===== config.mk =====
export PLATFORM = sky130hd
export DESIGN_NAME = hazard_ctrl
export DESIGN_NICKNAME = d
export VERILOG_FILES = /design/src/rtl/hazard_ctrl_pkg.sv /design/src/rtl/hazard_match.sv /design/src/rtl/hazard_ctrl.sv
export SDC_FILE = /design/constraint.sdc
export NUM_CORES = 1
export LEC_CHECK = 0
export CAP_MARGIN = 20
export CORE_MARGIN = 5
export CORE_UTILIZATION = 50
export CTS_BUF_LIST = sky130_fd_sc_hd__clkbuf_8
export DETAILED_ROUTE_END_ITERATION = 7
export HOLD_SLACK_MARGIN = 0.05
export PLACE_DENSITY = 0.78
export SETUP_SLACK_MARGIN = 0.02
export SYNTH_ARGS = -nofsm -noshare
export SYNTH_HDL_FRONTEND = slang
export SYNTH_SLANG_ARGS = --single-unit

===== constraint.sdc =====
create_clock -name clk -period 3.6 [get_ports clk]
set_clock_uncertainty 0.2 [all_clocks]
set_input_delay 0.72 -clock clk [delete_from_list [all_inputs] [get_ports clk]]
set_output_delay 0.72 -clock clk [all_outputs]
set_load 0.01 [all_outputs]

===== src/rtl/hazard_ctrl_pkg.sv =====
// hazard_ctrl_pkg: constants and types shared by the hazard controller and
// its sub-module. The core decode emits the same Tuse/Tnew codes.
//   TUSE_NONE     : Tuse code for an operand that is never read
//   FWD_RF        : forward-select value meaning "take the register file"
//   STG_E/M/W     : scoreboard indices of the in-flight stages after D
//   *_CYC_DEF     : default MDU busy lengths
//   sb_entry_t    : one scoreboard slot {valid, a3, tnew, rs, rt}
//   sb_age()      : entry as it looks one stage later (tnew saturating at 0)
package hazard_ctrl_pkg;

  localparam logic [1:0] TUSE_NONE = 2'd3;
  localparam int         FWD_RF    = 0;

  localparam int STG_E = 0;
  localparam int STG_M = 1;
  localparam int STG_W = 2;

  localparam int MULT_CYC_DEF = 5;
  localparam int DIV_CYC_DEF  = 10;

  typedef struct packed {
    logic       valid;
    logic [4:0] a3;
    logic [1:0] tnew;
    logic [4:0] rs;
    logic [4:0] rt;
  } sb_entry_t;

  function automatic sb_entry_t sb_age(input sb_entry_t e);
    sb_entry_t r;
    r = e;
    if (e.tnew != 2'd0) r.tnew = e.tnew - 2'd1;
    return r;
  endfunction

endpackage


===== src/rtl/hazard_match.sv =====
// hazard_match: combinational "youngest writer" search over the scoreboard.
// Entry 0 is the youngest. Register $0 never matches.
// Ports:
//   en       in  NSTAGE  per-entry qualifier (valid plus any caller filter)
//   a3       in  5 x N   destination register of each entry
//   tnew     in  2 x N   remaining Tnew of each entry
//   key      in  5       register being looked up
//   hit      out 1       a qualified entry writes key
//   idx      out IW      index of the youngest such entry
//   tnew_hit out 2       tnew of that entry
module hazard_match #(
  parameter  int NSTAGE = 3,
  localparam int IW     = (NSTAGE > 1) ? $clog2(NSTAGE) : 1
) (
  input  logic [NSTAGE-1:0] en,
  input  logic [4:0]        a3   [NSTAGE],
  input  logic [1:0]        tnew [NSTAGE],
  input  logic [4:0]        key,
  output logic              hit,
  output logic [IW-1:0]     idx,
  output logic [1:0]        tnew_hit
);

  // Walk from oldest to youngest so the youngest hit overwrites older ones.
  always_comb begin
    hit      = 1'b0;
    idx      = '0;
    tnew_hit = 2'd0;
    if (key != 5'd0) begin
      for (int k = NSTAGE - 1; k >= 0; k--) begin
        if (en[k] && (a3[k] == key)) begin
          hit      = 1'b1;
          idx      = IW'(k);
          tnew_hit = tnew[k];
        end
      end
    end
  end

endmodule


===== src/rtl/hazard_ctrl.sv =====
// hazard_ctrl: pipeline hazard controller for the pipelined MIPS core.
// Tracks in-flight writers (E..W) in a shifting scoreboard plus an MDU busy
// counter, and derives the D-stage stall and D/E forwarding selects.
// Ports:
//   clk, reset            clock, synchronous active-high reset
//   d_rs, d_rt            D-stage operand registers
//   d_tuse_rs, d_tuse_rt  cycles until the operand is needed (3 = unused)
//   d_wr, d_a3, d_tnew    D-stage destination write info
//   d_md_start, d_md_div  D instruction starts an MDU op (div selects length)
//   d_md_use              D instruction touches HI/LO or the MDU
//   stall                 freeze PC/D, bubble into E
//   fwd_rs_d, fwd_rt_d    D operand source: 0 = RF, k+1 = stage k register
//   fwd_rs_e, fwd_rt_e    E operand source: 0 = none, k+1 = stage k (k >= 1)
//   md_busy               MDU counter nonzero
module hazard_ctrl
  import hazard_ctrl_pkg::*;
#(
  parameter  int NSTAGE   = 3,
  parameter  int MULT_CYC = MULT_CYC_DEF,
  parameter  int DIV_CYC  = DIV_CYC_DEF,
  localparam int FW       = $clog2(NSTAGE + 1)
) (
  input  logic          clk,
  input  logic          reset,
  input  logic [4:0]    d_rs,
  input  logic [4:0]    d_rt,
  input  logic [1:0]    d_tuse_rs,
  input  logic [1:0]    d_tuse_rt,
  input  logic          d_wr,
  input  logic [4:0]    d_a3,
  input  logic [1:0]    d_tnew,
  input  logic          d_md_start,
  input  logic          d_md_div,
  input  logic          d_md_use,
  output logic          stall,
  output logic [FW-1:0] fwd_rs_d,
  output logic [FW-1:0] fwd_rt_d,
  output logic [FW-1:0] fwd_rs_e,
  output logic [FW-1:0] fwd_rt_e,
  output logic          md_busy
);

  localparam int IW = (NSTAGE > 1) ? $clog2(NSTAGE) : 1;
  localparam int CW = $clog2(DIV_CYC + 1);
  localparam logic [CW-1:0] MULT_LD = CW'(MULT_CYC);
  localparam logic [CW-1:0] DIV_LD  = CW'(DIV_CYC);

  sb_entry_t     sb_q [NSTAGE];
  logic [CW-1:0] cnt_q;

  logic [NSTAGE-1:0] en_d;
  logic [NSTAGE-1:0] en_e;
  logic [4:0]        a3_v   [NSTAGE];
  logic [1:0]        tnew_v [NSTAGE];

  // E forwarding only considers M and older stages whose result already
  // sits in the stage register.
  always_comb begin
    for (int k = 0; k < NSTAGE; k++) begin
      en_d[k]   = sb_q[k].valid;
      en_e[k]   = sb_q[k].valid && (k >= STG_M) && (sb_q[k].tnew == 2'd0);
      a3_v[k]   = sb_q[k].a3;
      tnew_v[k] = sb_q[k].tnew;
    end
  end

  logic          hit_rs_d, hit_rt_d, hit_rs_e, hit_rt_e;
  logic [IW-1:0] idx_rs_d, idx_rt_d, idx_rs_e, idx_rt_e;
  logic [1:0]    tn_rs_d,  tn_rt_d,  tn_rs_e,  tn_rt_e;

  hazard_match #(.NSTAGE(NSTAGE)) u_match_rs_d (
    .en(en_d), .a3(a3_v), .tnew(tnew_v), .key(d_rs),
    .hit(hit_rs_d), .idx(idx_rs_d), .tnew_hit(tn_rs_d)
  );

  hazard_match #(.NSTAGE(NSTAGE)) u_match_rt_d (
    .en(en_d), .a3(a3_v), .tnew(tnew_v), .key(d_rt),
    .hit(hit_rt_d), .idx(idx_rt_d), .tnew_hit(tn_rt_d)
  );

  hazard_match #(.NSTAGE(NSTAGE)) u_match_rs_e (
    .en(en_e), .a3(a3_v), .tnew(tnew_v), .key(sb_q[STG_E].rs),
    .hit(hit_rs_e), .idx(idx_rs_e), .tnew_hit(tn_rs_e)
  );

  hazard_match #(.NSTAGE(NSTAGE)) u_match_rt_e (
    .en(en_e), .a3(a3_v), .tnew(tnew_v), .key(sb_q[STG_E].rt),
    .hit(hit_rt_e), .idx(idx_rt_e), .tnew_hit(tn_rt_e)
  );

  logic          stall_rs, stall_rt, stall_md, stall_raw;
  logic          busy_raw;
  logic [FW-1:0] sel_rs_d, sel_rt_d, sel_rs_e, sel_rt_e;

  always_comb begin
    busy_raw  = (cnt_q != '0);
    stall_rs  = hit_rs_d && (d_tuse_rs != TUSE_NONE) && (tn_rs_d > d_tuse_rs);
    stall_rt  = hit_rt_d && (d_tuse_rt != TUSE_NONE) && (tn_rt_d > d_tuse_rt);
    stall_md  = d_md_use && busy_raw;
    stall_raw = stall_rs || stall_rt || stall_md;

    sel_rs_d = FW'(FWD_RF);
    sel_rt_d = FW'(FWD_RF);
    sel_rs_e = FW'(FWD_RF);
    sel_rt_e = FW'(FWD_RF);
    if (hit_rs_d && (tn_rs_d == 2'd0)) sel_rs_d = FW'(idx_rs_d) + FW'(1);
    if (hit_rt_d && (tn_rt_d == 2'd0)) sel_rt_d = FW'(idx_rt_d) + FW'(1);
    if (hit_rs_e && (tn_rs_e == 2'd0)) sel_rs_e = FW'(idx_rs_e) + FW'(1);
    if (hit_rt_e && (tn_rt_e == 2'd0)) sel_rt_e = FW'(idx_rt_e) + FW'(1);
  end

  // Outputs are held at zero for as long as reset is asserted.
  always_comb begin
    stall    = !reset && stall_raw;
    md_busy  = !reset && busy_raw;
    fwd_rs_d = reset ? '0 : sel_rs_d;
    fwd_rt_d = reset ? '0 : sel_rt_d;
    fwd_rs_e = reset ? '0 : sel_rs_e;
    fwd_rt_e = reset ? '0 : sel_rt_e;
  end

  sb_entry_t sb_in;

  always_comb begin
    sb_in       = '0;
    sb_in.valid = d_wr && (d_a3 != 5'd0);
    sb_in.a3    = d_a3;
    sb_in.tnew  = d_tnew;
    sb_in.rs    = d_rs;
    sb_in.rt    = d_rt;
  end

  // A stalled D instruction enters E as an all-zero bubble so its rs/rt
  // fields cannot pull a forward in E.
  always_ff @(posedge clk) begin
    if (reset) begin
      for (int k = 0; k < NSTAGE; k++) sb_q[k] <= '0;
      cnt_q <= '0;
    end else begin
      for (int k = 1; k < NSTAGE; k++) sb_q[k] <= sb_age(sb_q[k-1]);
      sb_q[STG_E] <= stall_raw ? '0 : sb_in;

      if (d_md_start && !stall_raw) cnt_q <= d_md_div ? DIV_LD : MULT_LD;
      else if (busy_raw)            cnt_q <= cnt_q - CW'(1);
    end
  end

endmodule


# After elaboration in Yosys (flattened, before gate mapping)
# Memory sizes are Yosys's and may differ from the RTL's.
# Cells that the tools add are included.
# word_totals
regBits	4
ram_bits	54
input_bits	27
output_inout_bits	10
mem_count	1
# mem_list
name	words	word_bits	rd	rd_clocked_by_memory_dff	write_ports	line	text
sb_q	3	18	3	0	3	hazard_ctrl.sv:48	sb_entry_t sb_q [NSTAGE];
# classes
n_addsub	7
magnitude_cmp	2
n_eq_ne	12
mux	64
bitwise	3
reduce_logical	44
# ops
operator	count
2-bit two-way mux	40
18-bit two-way mux	4
5-bit == test	10
1-bit logical AND	25
5-bit nonzero test	5
1-bit two-way mux	17
2-bit zero test	6
4-bit two-way mux	3
2-bit by 1-bit adder with 2-bit output (second input constant)	4
2-bit nonzero test	3
2-bit greater-than comparator	2
2-bit != test (second input constant)	2
4-bit nonzero test	1
2-bit by 1-bit subtractor with 2-bit output (second input constant)	2
4-bit by 1-bit subtractor with 4-bit output (second input constant)	1
1-bit OR	3
1-bit zero test	2
1-bit logical OR	2

# Longest topological paths before layout
# Gate-level depths: netlist (run 1).
# An unclocked memory read counts as a cell.
# depth
depth_word	14
ltp_mapped	15
mapped_depth_nobuf	13

# By module
# A second synthesis (run 1) with hierarchy kept.
# hier_totals
cells_unflattened	284
area_unflattened_um2	2577.5
# modules_own_cells
module	n_inst	cells_per_inst	area_each_um2	seq_area_each_um2
hazard_ctrl	1	140	1471.4	760.7
hazard_match	4	36	276.5	0.0

# Worst setup path before layout (run 1)
# Ideal clock, no wire load.
# synth_path
kind	input -> output
startpoint	input d_rs[3]
endpoint	output stall
t_arrival_ns	3.085
slack_ns	-0.405
path_stages	12
path_cell_list	buf_2 xor2_1 nor4_1 and3_1 a311oi_1 or2_2 ha_1 a22o_1 nor3_1 o21a_1 nor3_1 nor2_1
# synth_between
elab_chain_cells	11
elab_cells_between_ends	21
classes_between	order compare (1); eq/ne (3); mux (8); reduce/logical (9)
# synth_rtl
item	line	text
from (decl)	hazard_ctrl.sv:25	input logic [4:0] d_rs,
5-bit == test	hazard_match.sv:31	if (en[k] && (a3[k] == key)) begin
1-bit logical AND	hazard_match.sv:31	
2-bit two-way mux / 1-bit two-way mux (equally long branches) (3 in a row)	hazard_match.sv:31	
2-bit two-way mux / 1-bit two-way mux (equally long branches)	hazard_match.sv:29	if (key != 5'd0) begin
2-bit greater-than comparator / 1-bit logical AND (equally long branches)	hazard_ctrl.sv:97	stall_rs = hit_rs_d && (d_tuse_rs != TUSE_NONE) && (tn_rs_d > d_tuse_rs);
1-bit logical AND (*)	hazard_ctrl.sv:97	
1-bit logical OR (*) (2 in a row)	hazard_ctrl.sv:100	stall_raw = stall_rs || stall_rt || stall_md;
1-bit logical AND (*)	hazard_ctrl.sv:114	stall = !reset && stall_raw;
to (decl)	hazard_ctrl.sv:35	output logic stall,
# Every way passes the cells marked *; elsewhere a longest branch is shown, timed or not.

# Worst setup path after layout (run 1)
# layout_path
startpoint	input d_rs[2]
endpoint	output stall
# Same word-level chain as after synthesis.

==> flow_metrics.py, run 1 <==
metrics = {
    "cells_and_area": {
        "antenna_cells": 0,
        "drive_above_1_share": 0.367,
        "fin_util": 0.778,
        "final_common_cell": "buf_4",
        "final_cell_area_mm2": 0.00339,
        "final_cell_mix": "buf_4 (50), dfxtp_1 (38), xnor2_1 (25)",
        "area_growth_pct": 50.0,
        "final_nets": 372,
        "final.fill_count": 286,
    },
    "placement": {
        "dp_hpwl_um": 4620,
        "pre_cts_slack_ns": -1.30,
        "placement.io_buffers": 36,
        "place_congestion": 0.886,
        "dpl_cell_area_mm2": 0.00303,
    },
    "yosys": {
        "async_flop_share": 0,
        "synthCells": 253,
        "syn-cell-area_mm2": 0.00226,
        "syn_avg_cell_area_um2": 8.93,
        "synth_cell_types": 45,
        "ys_warn_count": 0,
        "syn_nets": 285,
        "ys_seq_area_frac": 0.337,
        "synth-edff-count": 0,
        "yosys_register_bits": 38,
        "synth_flop_cell": "dfxtp_1",
    },
    "global_route": {
        "grt_first_pass_wirelength_um": 10600,
        "grt_max_degree": 25,
        "grt_use_total": 0.222,
        "grt_pass1_vias": 2275,
        "antenna_found_initial": 0,
        "grt_overflow": 0,
    },
    "worst_setup_path": {
        "worstPathRequired_ns": 2.68,
        "critPathKind": "input pin to primary output",
        "cp-end-kind": "primary output",
        "path_max_fanout": 4,
        "ff2ff_setup_slack_ns": 0.01,
        "startpoint_type": "input pin",
        "cp.arrival_ns": 3.10,
    },
    "clock_tree": {
        "clk_latency_ns": 0.29,
        "h-tree-depth": 2,
        "cts.sinks": 38,
        "cts_root_buf": "clkbuf_8",
        "cts.path.max_buffers": 2,
        "numCtsBuffers": 5,
        "clkTransAtPathRegs_ns": 0.08,
        "tritoncts": "built",
    },
    "detailed_routing": {
        "routedWlPerCell_um": 18.2,
        "viasPerCell": 5.60,
        "wirelength_um": 7160,
        "first_pass_iters": 4,
        "drc": 0,
        "ant_nets": 0,
        "drtIter0Drc": 171,
        "dr_total_vias": 2202,
    },
    "job": {
        "maxCapViolCount": 0,
    },
    "sta": {
        "fmax_ghz": 0.249,
        "slew_violations": 0,
        "hold_viol_final": 0,
        "rsz0062_at_grt": "true",
        "fin_crit_sh": 1.12,
        "fin_ws_ns": -0.424,
        "setup_violations": 7,
        "period_minus_slack_ns": 4.02,
        "tns_ns": -0.886,
        "relSlewSlack": 0.697,
        "worst_pin_slew_ns": 0.453,
    },
    "die": {
        "core_mm2": 0.00435,
        "start_util": 0.519,
        "die_w_um": 77.2,
        "die-area_mm2": 0.00596,
        "fp.dieH_um": 77.2,
        "io_pins": 37,
        "rows": 24,
    },
    "power": {
        "cellPowerDensity_mw_per_mm2": 399,
        "cellLeakagePower_nw": 1.43,
        "peakVddDrop_uv": 371,
    },
    "min_path": {
        "hp-class": "flop to flop",
    },
    "status": {
        "violations": "negative setup slack",
        "status": "finished, violations left",
    },
}
power by group:
group	internal [mW]	switching [mW]
logic	0.283	0.237
registers	0.480	0.0611
clock network	0.134	0.158
worst paths after layout:
kind / depth (start not counted) / start / end
min reg2reg: 1 / sb_q[0][28] / sb_q[0][46]
min: 1 / sb_q[0][28] / sb_q[0][46]
max reg2reg: 13 / sb_q[0][34] / cnt_q[3]
max: 13 / d_rs[2] / stall
state kept, by name, indices dropped and copies added (netlist names):
signal,count
sb_q,34
cnt_q,4
final cells by class:
type                    count  area, um2  share of cell area
repair buffers             91        782               0.231
flip-flops and latches     38        761               0.225
multi-input cells         192       1650               0.487
clock inverters             3       17.5             0.00517
well taps                  52       65.1              0.0192
clock buffers               5       68.8              0.0203
inverters                  12       45.0              0.0133
metal layers:
| layer | GRT usage | up-vias | wire, um |
|---|---|---|---|
| met3 | 0.0457 | 20 | 520 |
| met2 | 0.391 | 102 | 3600 |
| li1 | - | 1036 | - |
| met5 | 0 | - | 0 |
| met1 | 0.252 | 1044 | 2820 |
| met4 | 0.105 | 0 | 216 |
critical path, stage by stage:
cell	delay, ns
buf_2	0.14
xnor2_1	0.25
nand4_1	0.18
or2_4	0.28
a311oi_2	0.29
nor3_2	0.08
ha_1	0.29
a22o_1	0.21
nor3_2	0.18
o21a_1	0.21
nor3_2	0.07
nor2_2	0.08
buf_2	0.13
synth_stat cells, types with 2 or more instances:
| cell type | instances | share of area |
|---|---|---|
| dfxtp_1 | 38 | 0.34 |
| xnor2_1 | 29 | 0.11 |
| xor2_1 | 22 | 0.085 |
| and2_1 | 17 | 0.047 |
| nor3_1 | 17 | 0.038 |
| nor2b_1 | 16 | 0.044 |
| nor2_1 | 15 | 0.025 |
| inv_1 | 12 | 0.020 |
| buf_2 | 6 | 0.013 |
| nand2_1 | 6 | 0.010 |
| a21oi_1 | 5 | 0.011 |
| and3_1 | 5 | 0.014 |
| ha_1 | 5 | 0.028 |
| nand4_1 | 5 | 0.014 |
| nor4_1 | 5 | 0.014 |
| a311oi_1 | 4 | 0.016 |
| mux2_1 | 4 | 0.020 |
| o21ai_0 | 4 | 0.0089 |
| or4_1 | 4 | 0.013 |
| clkbuf_1 | 3 | 0.0050 |
| or2_2 | 3 | 0.0083 |
| or3_1 | 3 | 0.0083 |
| nand3_1 | 2 | 0.0044 |
| nor3b_1 | 2 | 0.0066 |
through the flow:
stage | power, mW | hold slack (ns) | std cells
finish | 1.35 | 0.229 | 393
global route | 1.42 | 0.248 | 393
CTS | 1.31 | 0.228 | 390
detailed placement | 0.997 | 0.218 | 377
global placement | 0.978 | 0.213 | 377
floorplan | 0.813 | 0.197 | 253
cell families (layout without fill, tap and decap cells):
group,count (synthesis),count (layout),share of synthesized area
simple gates,106,106,0.280
xor+xnor,51,51,0.198
flops,38,38,0.337
compound gates,25,25,0.0875
buf+inv,23,111,0.0449
fa+ha+maj,5,5,0.0277
mux,5,5,0.0249
repair_timing:
item	CTS	global route
cloned	0	1
hold buffers	0	0
setup buffers	6	3
endpoints found under the setup margin	27	24
pin swaps	26	23
gates resized for setup	86	38
Note: power is estimated with default switching activity, not from simulation.
==> run 2: changes to the inputs <==
--- a/config.mk
+++ b/config.mk
@@ -7,11 +7,12 @@
 export LEC_CHECK = 0
 export CAP_MARGIN = 20
 export CORE_MARGIN = 5
-export CORE_UTILIZATION = 50
+export CORE_UTILIZATION = 55
 export CTS_BUF_LIST = sky130_fd_sc_hd__clkbuf_8
 export DETAILED_ROUTE_END_ITERATION = 7
 export HOLD_SLACK_MARGIN = 0.05
-export PLACE_DENSITY = 0.78
+export PLACE_DENSITY_LB_ADDON = 0.15
+export RECOVER_POWER = 100
 export SETUP_SLACK_MARGIN = 0.02
 export SYNTH_ARGS = -nofsm -noshare
 export SYNTH_HDL_FRONTEND = slang
==> constraint.sdc (replaced) <==
create_clock -name clk -period 3.9 [get_ports clk]
set_clock_uncertainty 0.2 [all_clocks]
set_input_delay 0.78 -clock clk [delete_from_list [all_inputs] [get_ports clk]]
set_output_delay 0.78 -clock clk [all_outputs]
set_load 0.01 [all_outputs]
==> run 2 against run 1 <==
  * The run still ends with negative setup slack left
  * Flip-flop and latch count did not move
  * Combinational power fell by 13%
  * Non-clock buffer count rose by 2
  * Worst setup slack improved by 0.17 ns
  * Count of clock-buffer cells in the layout rose by 1
  * Register-to-register slack improved by 0.11 ns
==> flow_metrics.py, run 2 (synthesized netlist as in run 1, its figures left out) <==
metrics = {
    "clock_tree": {
        "cts.path.max_buffers": 2,
        "ctsHoldBuffers": 0,
        "h-tree-depth": 2,
        "cts.sinks": 38,
        "clk_latency_ns": 0.30,
        "tritoncts": "built",
        "clkTransAtPathRegs_ns": 0.08,
        "cts_root_buf": "clkbuf_8",
        "numCtsBuffers": 5,
    },
    "worst_setup_path": {
        "cp_cell_sequence": "buf_6 -> xnor2_2 -> nand4_1 -> or2_4 -> a311oi_4 -> nor3_2 -> ha_1 -> buf_6 -> a21oi_4 -> nor3_4 -> o21a_1 -> nor3_2 -> nor2_1 -> buf_2",
        "startpoint_type": "input pin",
        "ff2ff_setup_slack_ns": 0.12,
        "critPathKind": "input pin to primary output",
        "path_buf_inv": 3,
        "path_max_fanout": 4,
        "cp-end-kind": "primary output",
        "r2r_cells": 13,
        "cpPeakStageDelay_ns": 0.35,
        "startpoint": "d_rs[0]",
        "cpMaxStageDelayCell": "a311oi_4",
        "cp.arrival_ns": 3.17,
        "reg2reg_to": "cnt_q[2]",
        "cp_top_family": "simple AND/OR/NAND/NOR gates",
        "path_depth": 14,
        "worstPathRequired_ns": 2.92,
        "crit_end": "stall",
        "r2r-start": "sb_q[0][34]",
    },
    "cells_and_area": {
        "final_common_cell": "buf_4",
        "final_cells": 393,
        "area_growth_pct": 48.3,
        "final_nets": 374,
        "antenna_cells": 0,
        "largest_register_ffs": 34,
        "final_cell_mix": "buf_4 (55), dfxtp_1 (38), xnor2_1 (25)",
        "top_register": "sb_q",
        "final_cell_area_mm2": 0.00335,
        "drive_above_1_share": 0.341,
        "fin_util": 0.837,
        "top_regs": "sb_q: 34 flops, cnt_q: 4 flops",
    },
    "detailed_routing": {
        "viasPerCell": 5.72,
        "dr_total_vias": 2247,
        "drtIter0Drc": 123,
        "dr.max_layer_used": "met4",
        "dr_wl_met2_um": 3730,
        "met3_length_um": 363,
        "ant_nets": 0,
        "first_pass_iters": 4,
        "wirelength_um": 7230,
        "routedWlPerCell_um": 18.4,
        "wl_met1_um": 2780,
        "drc": 0,
    },
    "placement": {
        "dp_hpwl_um": 4730,
        "place_congestion": 0.869,
        "dpl_cell_area_mm2": 0.00302,
        "dp_cells": 377,
        "placement.io_buffers": 36,
    },
    "sta": {
        "worst_pin_slew_ns": 0.494,
        "slew_violations": 0,
        "fin_crit_sh": 1.06,
        "rsz0062_at_grt": "true",
        "relSlewSlack": 0.670,
        "hold_viol_final": 0,
        "fmax_ghz": 0.241,
        "fin_ws_ns": -0.253,
        "period_minus_slack_ns": 4.15,
        "setup_violations": 1,
        "holdWs_ns": 0.294,
    },
    "power": {
        "peakVddDrop_uv": 405,
        "clockPowerShare": 0.234,
        "power_switching_uw": 415,
        "fin_total_pwr_mw": 1.25,
        "cellLeakagePower_nw": 1.45,
        "switching_share": 0.333,
        "combinationalPowerShare": 0.361,
        "cellPowerDensity_mw_per_mm2": 372,
        "seqPwrFrac": 0.405,
        "p_int_uw": 831,
    },
    "global_route": {
        "grt_overflow": 0,
        "antenna_found_initial": 0,
        "grt_pass1_vias": 2315,
        "grt_max_degree": 24,
        "grt_first_pass_wirelength_um": 10600,
        "grt_use_total": 0.261,
    },
    "min_path": {
        "hp-class": "flop to flop",
    },
    "die": {
        "die-area_mm2": 0.00549,
        "die_w_um": 74.1,
        "fp.dieH_um": 74.1,
        "core_mm2": 0.00400,
        "rows": 23,
        "start_util": 0.565,
        "io_pins": 37,
    },
    "status": {
        "status": "finished, violations left",
        "violations": "negative setup slack",
    },
    "job": {
        "maxCapViolCount": 0,
    },
}
==> run 2: cell count changes in the layout (fill, tap and decap cells not counted), sizes merged <==
cell / change
clkdlybuf4s15: -1
clkinvlp: +1
inv: -1
clkinv: -1
clkbuf: +2
dlymetal6s2s: +2
==> run 2: worst min path at each step <==
stage / startpoint / slack [ns] / endpoint / cells after the start
floorplan: sb_q[0][28] / 0.20 / sb_q[0][46] / 1
finish: sb_q[0][28] / 0.29 / sb_q[0][46] / 1
global placement: sb_q[0][28] / 0.22 / sb_q[0][46] / 1
global route: sb_q[0][28] / 0.30 / sb_q[0][46] / 1
detailed placement: sb_q[0][28] / 0.22 / sb_q[0][46] / 1
CTS: sb_q[0][28] / 0.23 / sb_q[0][46] / 1
==> run 2: final cells by class <==
type                            count  area [um2]
Sequential cell                    38         761
Inverter                           12        45.0
Clock buffer                        6        82.6
Fill cell                         237         651
Timing Repair Buffer               93         796
Tap cell                           50        62.6
Multi-Input combinational cell    192        1590
Clock inverter                      2        12.5
==> run 2: metal layers <==
metal / vias to the layer above / GRT usage
li1: 1048 / -
met1: 1068 / 0.272
met2: 100 / 0.471
met3: 31 / 0.0568
met4: 0 / 0.165
met5: - / 0
==> run 2: repair_timing <==
action | in CTS | in global routing
endpoints found under the setup margin | 27 | 27
pin swaps | 31 | 14
buffers inserted | 4 | 5
resized for setup | 84 | 17
==> run 2: worst register-to-register path, stage by stage, from the launching register on <==
cell       delay (ns)
dfxtp_1          0.51
xnor2_2          0.16
nand4_1          0.20
or2_4            0.32
a311oi_4         0.35
nor3_2           0.10
ha_1             0.34
buf_6            0.13
a21oi_4          0.15
nor3_4           0.06
o2bb2ai_2        0.12
buf_4            0.14
or4b_4           0.56
mux2_1           0.33
==> run 2: power groups by stage <==
stage               Combinational, mW  Clock [mW]  Sequential, mW
finish                          0.450       0.292           0.505
global route                    0.493       0.306           0.509
CTS                             0.419       0.288           0.498
detailed placement              0.404           0           0.505
global placement                0.393           0           0.502
floorplan                       0.259           0           0.487
==> run 2: per-stage QoR <==
stage	setup WS [ns]	setup TNS, ns
2_1_floorplan	0.0241	0
3_3_place_gp	-1.08	-14.03
3_5_place_dp	-1.20	-16.39
4_1_cts	-0.178	-0.178
5_1_grt	-0.352	-0.352
6_report	-0.253	-0.253
==> RTL edit (config.mk and constraints of run 2) <==
Reset style: asynchronous (`reset`), changed in one clocked block. Comments in the files are not updated.
--- a/src/rtl/hazard_ctrl.sv
+++ b/src/rtl/hazard_ctrl.sv
@@ -132,7 +132,7 @@
 
   // A stalled D instruction enters E as an all-zero bubble so its rs/rt
   // fields cannot pull a forward in E.
-  always_ff @(posedge clk) begin
+  always_ff @(posedge clk or posedge reset) begin
     if (reset) begin
       for (int k = 0; k < NSTAGE; k++) sb_q[k] <= '0;
       cnt_q <= '0;
Formal check against the unedited RTL: same outputs for any inputs over 10 cycles, from zero or initial values and one cycle with reset high; that may be too few to reach the edited logic, so the function may still have changed.
==> RTL edit against run 2 <==
The run still ends with negative setup slack left. Design area grew 0.56%. Maximum frequency is 1.4% lower. Sequential power increased by 6.1%. Routed wire length down 9.0%. Die area rose by 2.4%. Sequential cell count unchanged. Sequential share of layout area rose by 5.5 points. Global-route usage fell by 2.0 points. Worst hold slack worse by 24 ps. Setup slack got worse by 58 ps. Count of clock-buffer cells in the layout decreased by 1. Total power grew 0.22%. Synthesized area up 2.8%. Utilization down 0.73 points. Largest cell class unchanged.
==> RTL edit: results (changes against run 2) <==
post-synthesis xor/xnor area fraction=19.25% (-0.53 points); Synth Area in Adders=2.695% (-0.075 points); Layout non-clock buf frac=23.55% (-0.21 points); Synth area leaders=dfrtp_1 (41%), xnor2_1 (11%), xor2_1 (8.3%); Non-clk invs=9 (-3); layout cells sized above 1=32.42% (-1.7 points); max incr delay on CP=330 ps (-20 ps); number of multi-input logic gates=175 (-8.9%); multi-input combinational area share=42.98% (-4.5 points); FF/Latch Area=950.9 um^2 (+25%); Signal buffers=98 (+5.4%); Gates resized, CTS repair=68 (-19%); detailed placement HPWL=4671 um (-1.3%); Synth Net Count=260 (-8.8%); setup TNS=-311.1 ps (-58.39 ps); number of setup buffers added after CTS=7 (+3); post-synthesis compound-gate area fraction=8.464% (-0.29 points); most frequent cells after synthesis=dfrtp_1 (38), xnor2_1 (29), xor2_1 (22), and2_1 (18), nor3_1 (12); # setup viols final=1 (unchanged); mux share of post-synthesis cell area=2.318% (-0.18 points); Post-Syn Area=0.002321 mm^2 (+2.8%); Syn Inst Count=228 (-9.9%); final worst slack=-311.1 ps (-58.39 ps); gpl congestion=0.9162 (+5.4%); initial detailed-routing violation count=146 (+19%); Post-DP Area=0.003112 mm^2 (+3.0%); Seq/Total Area, Yosys=40.97% (+7.3 points); routed wire length=6579 um (-9.0%); Worst IR Drop VDD=373.9 uV (-7.7%); status=complete, but fails checks; Worst path slowest cell=a311oi_2; failing checks=negative setup slack; Slew Limit Headroom=72.85% (+5.9 points); max reg flops=16 (-53%); largest net degree at the start of global routing=32 (+33%); fillcell total=242 (+2.1%); placed cell count=358 (-5.0%); data arrival time of the worst path=3230 ps (+60 ps); post-layout instance area=0.003368 mm^2 (+0.56%); pre-CTS WS=-1198 ps (+3.520 ps); routed len/inst=17.45 um (-5.2%); GRT Total Usage=24.05% (-2.0 points); Clock buf/inv share=2.377% (-0.46 points)
==> RTL edit: path summary, 6_finish.rpt <==
check	cells past startpoint	to	from	slack, ps
min in group asynchronous	3	sb_q[39]	reset	1000
max in group asynchronous	3	a3_v[3]	reset	2080
hold reg to reg	1	sb_q[10]	sb_q[28]	270
setup / recovery	14	stall	d_rs[1]	-310
hold / removal	1	sb_q[10]	sb_q[28]	270
setup reg to reg	13	cnt_q[3]	a3_v[11]	480
==> RTL edit: where the power goes <==
group	switching, mW	internal, mW
combinational	0.212	0.252
sequential	0.0744	0.462
clock	0.129	0.120
total	0.415	0.834
==> RTL edit: per-layer routing <==
metal	global-route usage [%]	vias up	routed length (um)
li1	-	988	-
met1	29.85	1026	2634
met2	41.59	76	3325
met3	4.272	15	447
met4	9.289	0	171
met5	0	-	0
